### config.mk
export PLATFORM = sky130hd
export DESIGN_NAME = ctrl_edge_event
export DESIGN_NICKNAME = d
export VERILOG_FILES = /design/src/rtl/ctrl_evt_pkg.sv /design/src/rtl/glitch_filter.sv /design/src/rtl/ctrl_edge_event.sv
export SDC_FILE = /design/constraint.sdc
export NUM_CORES = 1
export LEC_CHECK = 0
export ABC_AREA = 1
export CAP_MARGIN = 20
export CORE_MARGIN = 2
export CORE_UTILIZATION = 53
export CTS_CLUSTER_DIAMETER = 50
export DETAILED_ROUTE_END_ITERATION = 16
export MAX_ROUTING_LAYER = met4
export PLACE_DENSITY_LB_ADDON = 0.12
export SLEW_MARGIN = 10
export SYNTH_ARGS = -nofsm -noshare
export SYNTH_HDL_FRONTEND = slang
export SYNTH_SLANG_ARGS = --single-unit
### constraint.sdc
create_clock -name clk -period 3.1 [get_ports clk]
set_input_delay 0.62 -clock clk [delete_from_list [all_inputs] [get_ports clk]]
set_output_delay 0.62 -clock clk [all_outputs]
set_load 0.01 [all_outputs]
### src/rtl/ctrl_evt_pkg.sv
// Shared types and constants for the control-level edge event block.
package ctrl_evt_pkg;

  // Glitch filter states: level settled, or a new level is being qualified.
  typedef enum logic [0:0] {
    ST_STABLE = 1'b0,
    ST_QUAL   = 1'b1
  } filt_state_t;

  // Bit positions inside the EDGE_MODE enable mask.
  localparam int unsigned EDGE_RISE_BIT = 0;
  localparam int unsigned EDGE_FALL_BIT = 1;

endpackage : ctrl_evt_pkg

### src/rtl/glitch_filter.sv
// Debounces an already-synchronised level. A new level must be seen on
// FILT_CYC consecutive clock edges before filt_level follows it.
// Ports:
//   clk, rst      clock, asynchronous active-high reset
//   ctrl_in       synchronised input level
//   filt_level    filtered level (registered)
//   rise_p_c      high in the cycle whose clock edge raises filt_level
//   fall_p_c      high in the cycle whose clock edge lowers filt_level
module glitch_filter
  import ctrl_evt_pkg::*;
#(
  parameter int unsigned FILT_CYC = 4
) (
  input  logic clk,
  input  logic rst,
  input  logic ctrl_in,
  output logic filt_level,
  output logic rise_p_c,
  output logic fall_p_c
);

  localparam int unsigned QW = $clog2(FILT_CYC + 1);

  filt_state_t   state_q, state_d;
  logic [QW-1:0] qual_cnt_q, qual_cnt_d;
  logic          filt_level_q, filt_level_d;
  logic          toggle_c;

  // State, qualification counter and filtered level registers.
  always_ff @(posedge clk or posedge rst) begin
    if (rst) begin
      state_q      <= ST_STABLE;
      qual_cnt_q   <= '0;
      filt_level_q <= 1'b0;
    end else begin
      state_q      <= state_d;
      qual_cnt_q   <= qual_cnt_d;
      filt_level_q <= filt_level_d;
    end
  end

  // Next-state logic; toggle_c marks the edge that accepts the new level.
  always_comb begin
    state_d      = state_q;
    qual_cnt_d   = qual_cnt_q;
    filt_level_d = filt_level_q;
    toggle_c     = 1'b0;
    case (state_q)
      ST_STABLE: begin
        if (ctrl_in != filt_level_q) begin
          if (FILT_CYC == 1) begin
            // A single sample is enough: accept immediately.
            toggle_c   = 1'b1;
            qual_cnt_d = '0;
          end else begin
            qual_cnt_d = QW'(1);
            state_d    = ST_QUAL;
          end
        end
      end
      ST_QUAL: begin
        if (ctrl_in == filt_level_q) begin
          // Input fell back before qualifying: treat as a glitch.
          qual_cnt_d = '0;
          state_d    = ST_STABLE;
        end else if (qual_cnt_q == QW'(FILT_CYC - 1)) begin
          toggle_c   = 1'b1;
          qual_cnt_d = '0;
          state_d    = ST_STABLE;
        end else begin
          qual_cnt_d = qual_cnt_q + QW'(1);
        end
      end
      default: begin
        state_d    = ST_STABLE;
        qual_cnt_d = '0;
      end
    endcase
    if (toggle_c) begin
      filt_level_d = ~filt_level_q;
    end
  end

  assign filt_level = filt_level_q;
  assign rise_p_c   = toggle_c & ~filt_level_q;
  assign fall_p_c   = toggle_c &  filt_level_q;

endmodule : glitch_filter

### src/rtl/ctrl_edge_event.sv
// Filters a synchronised control level, turns its qualified edges into
// events on a one-entry valid/ready slot, counts them and flags drops.
// Ports:
//   clk, rst      clock, asynchronous active-high reset
//   ctrl_in       synchronised control level
//   filt_level    debounced level
//   evt_valid     event pending; evt_rise gives its type (1 rise, 0 fall)
//   evt_ready     consumer accepts on evt_valid & evt_ready at posedge clk
//   evt_cnt       wrapping count of enabled qualified edges, drops included
//   ovf           sticky drop flag; ovf_clr clears it (a new drop wins)
module ctrl_edge_event
  import ctrl_evt_pkg::*;
#(
  parameter int unsigned FILT_CYC  = 4,
  parameter int unsigned CNT_W     = 8,
  parameter logic [1:0]  EDGE_MODE = 2'b11
) (
  input  logic             clk,
  input  logic             rst,
  input  logic             ctrl_in,
  output logic             filt_level,
  output logic             evt_valid,
  input  logic             evt_ready,
  output logic             evt_rise,
  output logic [CNT_W-1:0] evt_cnt,
  output logic             ovf,
  input  logic             ovf_clr
);

  logic             rise_p_c, fall_p_c;
  logic             rise_en_c, fall_en_c, edge_c, slot_free_c;
  logic             evt_valid_q, evt_valid_d;
  logic             evt_rise_q, evt_rise_d;
  logic [CNT_W-1:0] evt_cnt_q, evt_cnt_d;
  logic             ovf_q, ovf_d;

  glitch_filter #(
    .FILT_CYC (FILT_CYC)
  ) u_filter (
    .clk        (clk),
    .rst        (rst),
    .ctrl_in    (ctrl_in),
    .filt_level (filt_level),
    .rise_p_c   (rise_p_c),
    .fall_p_c   (fall_p_c)
  );

  // Event slot, counter and overflow registers.
  always_ff @(posedge clk or posedge rst) begin
    if (rst) begin
      evt_valid_q <= 1'b0;
      evt_rise_q  <= 1'b0;
      evt_cnt_q   <= '0;
      ovf_q       <= 1'b0;
    end else begin
      evt_valid_q <= evt_valid_d;
      evt_rise_q  <= evt_rise_d;
      evt_cnt_q   <= evt_cnt_d;
      ovf_q       <= ovf_d;
    end
  end

  // Slot is loadable when empty or being drained on this same edge.
  always_comb begin
    rise_en_c   = rise_p_c & EDGE_MODE[EDGE_RISE_BIT];
    fall_en_c   = fall_p_c & EDGE_MODE[EDGE_FALL_BIT];
    edge_c      = rise_en_c | fall_en_c;
    slot_free_c = ~evt_valid_q | evt_ready;

    evt_valid_d = evt_valid_q & ~evt_ready;
    evt_rise_d  = evt_rise_q;
    evt_cnt_d   = evt_cnt_q;
    ovf_d       = ovf_q & ~ovf_clr;

    if (edge_c) begin
      evt_cnt_d = evt_cnt_q + CNT_W'(1);
      if (slot_free_c) begin
        evt_valid_d = 1'b1;
        evt_rise_d  = rise_en_c;
      end else begin
        ovf_d = 1'b1;
      end
    end
  end

  assign evt_valid = evt_valid_q;
  assign evt_rise  = evt_rise_q;
  assign evt_cnt   = evt_cnt_q;
  assign ovf       = ovf_q;

endmodule : ctrl_edge_event

## Word level (Yosys, flattened, before mapping)

Cells that the tools add are included.

- Bits in registers: 16
- Input port bits: 5
- Output and inout bits: 12
- Logic and storage cells: 40

- $add $sub $neg: 2
- Eq/ne operators: 4
- Multiplexer cells: 15
- Bitwise operators: 11
- Reductions and logical operators: 1

Operators with widths:

| kind | number |
|---|---|
| $mux W1 | 10 |
| $mux W3 | 3 |
| $add A8 B1 Y8 const B | 1 |
| $pmux W3 S2 | 1 |
| $not A1 Y1 | 5 |
| $and A1 B1 Y1 | 4 |
| $add A3 B1 Y3 const B | 1 |
| $eq A3 B2 Y1 const B | 1 |
| $ne A2 B1 Y1 const B | 1 |
| $or A1 B1 Y1 | 2 |
| $pmux W1 S2 | 1 |
| $reduce_and A2 Y1 | 1 |
| $eq A1 B1 Y1 | 1 |
| $ne A1 B1 Y1 | 1 |

## Logic depth before layout (Yosys ltp)

- Depth in word-level cells: 7
- Gate-level depth with buffers: 7
- Gate-level depth less buffers: 7

## Modules after synthesis

A second synthesis with hierarchy kept.

- Cell total of the unflattened synthesis: 96
- Area total of the unflattened synthesis: 823.3 sq um

Modules (own cells, without submodules):

| module | instances | cells each | area an instance (sq um) | sequential area each (sq um) |
|---|---|---|---|---|
| ctrl_edge_event | 1 | 57 | 539.3 | 275.3 |
| glitch_filter | 1 | 39 | 284.0 | 125.1 |

## Least setup slack after synthesis

OpenSTA, ideal clock, no wires.

- Path type: input port to flip-flop
- From: input port ctrl_in
- To: register evt_cnt_q[0] (netlist: evt_cnt[0])
- Library setup time: 0.122 ns
- Data arrival time: 1.157 ns
- Required time: 2.978 ns
- Slack: 1.821 ns
- Cell stages on the path: 6
- Buffers on the path: 1
- Path through: inv_1 > nand2_1 > nand2_4 > nand2_4 > buf_12 > xor2_2

- Cells in the longest elaborated chain, start to end: 5
- Elaborated cells between the ends (all ways): 6
- Classes of those cells: eq/ne: 1; mux: 2; bitwise: 3

RTL lines:

| what | line | RTL |
|---|---|---|
| from (decl) | ctrl_edge_event.sv:20 | `input logic ctrl_in,` |
| $eq A1 B1 Y1 * | glitch_filter.sv:62 | `if (ctrl_in == filt_level_q) begin` |
| $mux W1 * | glitch_filter.sv:62 |  |
| $mux W1 * | glitch_filter.sv:48 | `case (state_q)` |
| $and A1 B1 Y1, on equally long branches | glitch_filter.sv:85, glitch_filter.sv:86 |  |
| $or A1 B1 Y1 * | ctrl_edge_event.sv:67 | `edge_c = rise_en_c \| fall_en_c;` |
| to (signal assigned) | ctrl_edge_event.sv:58 | `evt_cnt_q <= evt_cnt_d;` |
| to (decl) | ctrl_edge_event.sv:34 | `logic [CNT_W-1:0] evt_cnt_q, evt_cnt_d;` |

Mark *: on every way between the ends. The rest lies on a longest branch, timed or not.
A chain may end at the register's enable or synchronous reset.

## Final worst setup path

- From: register evt_cnt_q[2] (netlist: evt_cnt[2])
- To: output port evt_cnt[2]

RTL lines:

| what | line | RTL |
|---|---|---|
| to (decl) | ctrl_edge_event.sv:25 | `output logic [CNT_W-1:0] evt_cnt,` |

No word-level cell between the ends.

==> results.cfg <==
[status]
status = complete, no violations

[logic_synthesis]
yosys.area.top_type_share_pct = 46.4
yosys_warnings = 0
syn_inst = 101
synth_area_um2 = 863
synthDistinctLibCells = 18
yosysSeqAreaShare_pct = 46.4
synth_seq_cells = 16
synth_area_per_cell_um2 = 8.55
synthTopCellsByArea = dfrtp_1 (46%), nand2_1 (14%), inv_1 (5.2%)
syn-num-nets = 108
yosysTopAreaCell = dfrtp_1

[global_routing]
grt_max_degree = 17
grt_pass1_wl_um = 2800
grt_overflow_total = 0
use_met3_pct = 3.67
track_usage_pct = 20.1
grt_pass1_vias = 634
busiest_layer = met2
met2_usage_pct = 32.1
globalRouteMet1Util_pct = 27.2
antenna_found_initial = 0

[detailed_routing]
vias_per_cell = 5.10
first_pass_iters = 4
drc = 0
totalWireLength_um = 1550
post_drt_wl_per_cell_um = 11.5
dr_total_vias = 688
antenna_left = 0
first_iter_violations = 19

[sta]
final_hold_viol_count = 0
maxSlewViolCount = 0
skew_ns = 0.00317
grt_setup_unrepaired = false
finalSetupViolations = 0
worst_pin_slew_ns = 0.602
max_freq_ghz = 0.505
fin_crit_sh_pct = 63.9
maxSlewHeadroom_pct = 59.8
final.min_clock_period_ns = 1.98
setup-tns-final_ns = 0
setup_slack_ns = 1.12

[worst_setup_path]
crit_type = reg -> out
cp_max_fo = 7
crit_required_ns = 2.48
cp_cell_sequence = clkdlybuf4s50_1
slowest_stage = clkdlybuf4s50_1
crit_family = buffers and inverters
slowest_delay_ns = 0.59
start_kind = register
end_kind = output pin
startpoint = evt_cnt[2]
reg2reg_from = u_filter.qual_cnt_q[0]
crit_path_end = evt_cnt[2]
crit_buf_inv = 1
rrSetupSlack_ns = 1.76
path_depth = 1
reg2reg_to = evt_cnt[3]
rr_worst_depth = 7
crit_arrival_ns = 1.36

[die]
initial_core_util_pct = 56.7
dieArea_um2 = 1970
die_h_um = 44.4
design.core.area_um2 = 1520
num_rows = 14
boundaryPins = 17
die_x_um = 44.4

[cells_and_area]
area_delta_synth_final_pct = 21.2
fin_nets = 128
post-route-util_pct = 68.6
fin_area_um2 = 1050
final_cell_mix = nand2_1 (32), dfrtp_1 (16), clkdlybuf4s50_1 (16)
antenna_cells = 0
final_common_cell = nand2_1
layout-drive-gt1-share_pct = 13.4

[clock_tree]
cts_tree = built
cts-buffers-inserted = 3
cts_sinks = 16
clk_pin_slew_worst_paths_ns = 0.09
cts_resized = 0
cts_setup_buffers = 0
htreeDepth = 1
insertion_delay_ns = 0.27
ctsRootBufferMaster = clkbuf_4
ctsHoldBuffers = 0
cts_buffer_depth = 2

[placed_design]
post-place-ws_ns = 1.23
port_buffers = 16
place_congestion = 0.773
hpwl_um = 1170
placed_area_um2 = 1020

[power]
powerDensity_nw_per_um2 = 648
vdd_drop_max_mv = 0.455
power.leakage_uw = 0.000516

[flow_run]
cap_violations = 0

[min_path]
hp-class = reg -> reg
## routing by layer
layer / routed length, um / vias up
met4: 10 / 0
li1: - / 347
met5: 0 / -
met2: 750 / 21
met3: 69 / 2
met1: 720 / 318
## registers in the layout, summed over array words and instances (netlist names)
signal,cells
evt_valid,1
u_filter.filt_level,1
evt_rise,1
ovf,1
u_filter.qual_cnt_q,3
u_filter.state_q,1
evt_cnt,8
## cells by family after synthesis
logic type / count (synthesis) / share of synthesized area, %
and+or+nand+nor: 54 / 29.7
buffers and inverters: 17 / 9.27
adders and majority gates: 2 / 2.90
DFF: 16 / 46.4
AOI/OAI and AO/OA: 8 / 5.94
xor gates and xnor gates: 4 / 5.80
## through the flow
stage	hold slack, ns	power, uW	cells
after floorplan	0.484	475	101
after global placement	0.494	568	132
after detailed placement	0.502	578	132
after CTS	0.523	685	135
after global routing	0.560	734	135
final	0.517	677	135
## cell usage after synthesis
master and number:
ha_1 2, dfrtp_1 16, o22ai_2 1, nand2_2 2, buf_12 1, nand3b_1 2
o21ai_0 5, inv_2 4, nand3_1 8, nor2_8 1, nand2_1 32, nand2_4 2
o21ai_2 1, inv_1 12, xor2_2 2, a21oi_1 1, xnor2_1 2, nor2_1 7
## how the worst min path moves through the flow
stage	startpoint	endpoint	slack [ns]	cells past startpoint
floorplan	u_filter.qual_cnt_q[2]	u_filter.qual_cnt_q[2]	0.48	2
global placement	evt_rise	evt_rise	0.49	2
detailed placement	evt_rise	evt_rise	0.50	2
CTS	evt_rise	evt_rise	0.52	2
global route	evt_rise	evt_rise	0.56	2
finish	evt_rise	evt_rise	0.52	2
## report_power, final
group          switching, uW  internal [uW]  total, uW
clock                   60.6           44.9        106
combinational            144            122        266
sequential              50.5            255        306
total                    255            422        677
## area by class of cell
class,count,area [um^2]
Clock buffer,3,22.5
Fill cell,132,478
Multi-Input combinational cell,68,383
Inverter,16,60.1
Sequential cell,16,400
Tap cell,16,20.0
Timing Repair Buffer,16,160
No activity file was read; power rests on OpenSTA's default activity.
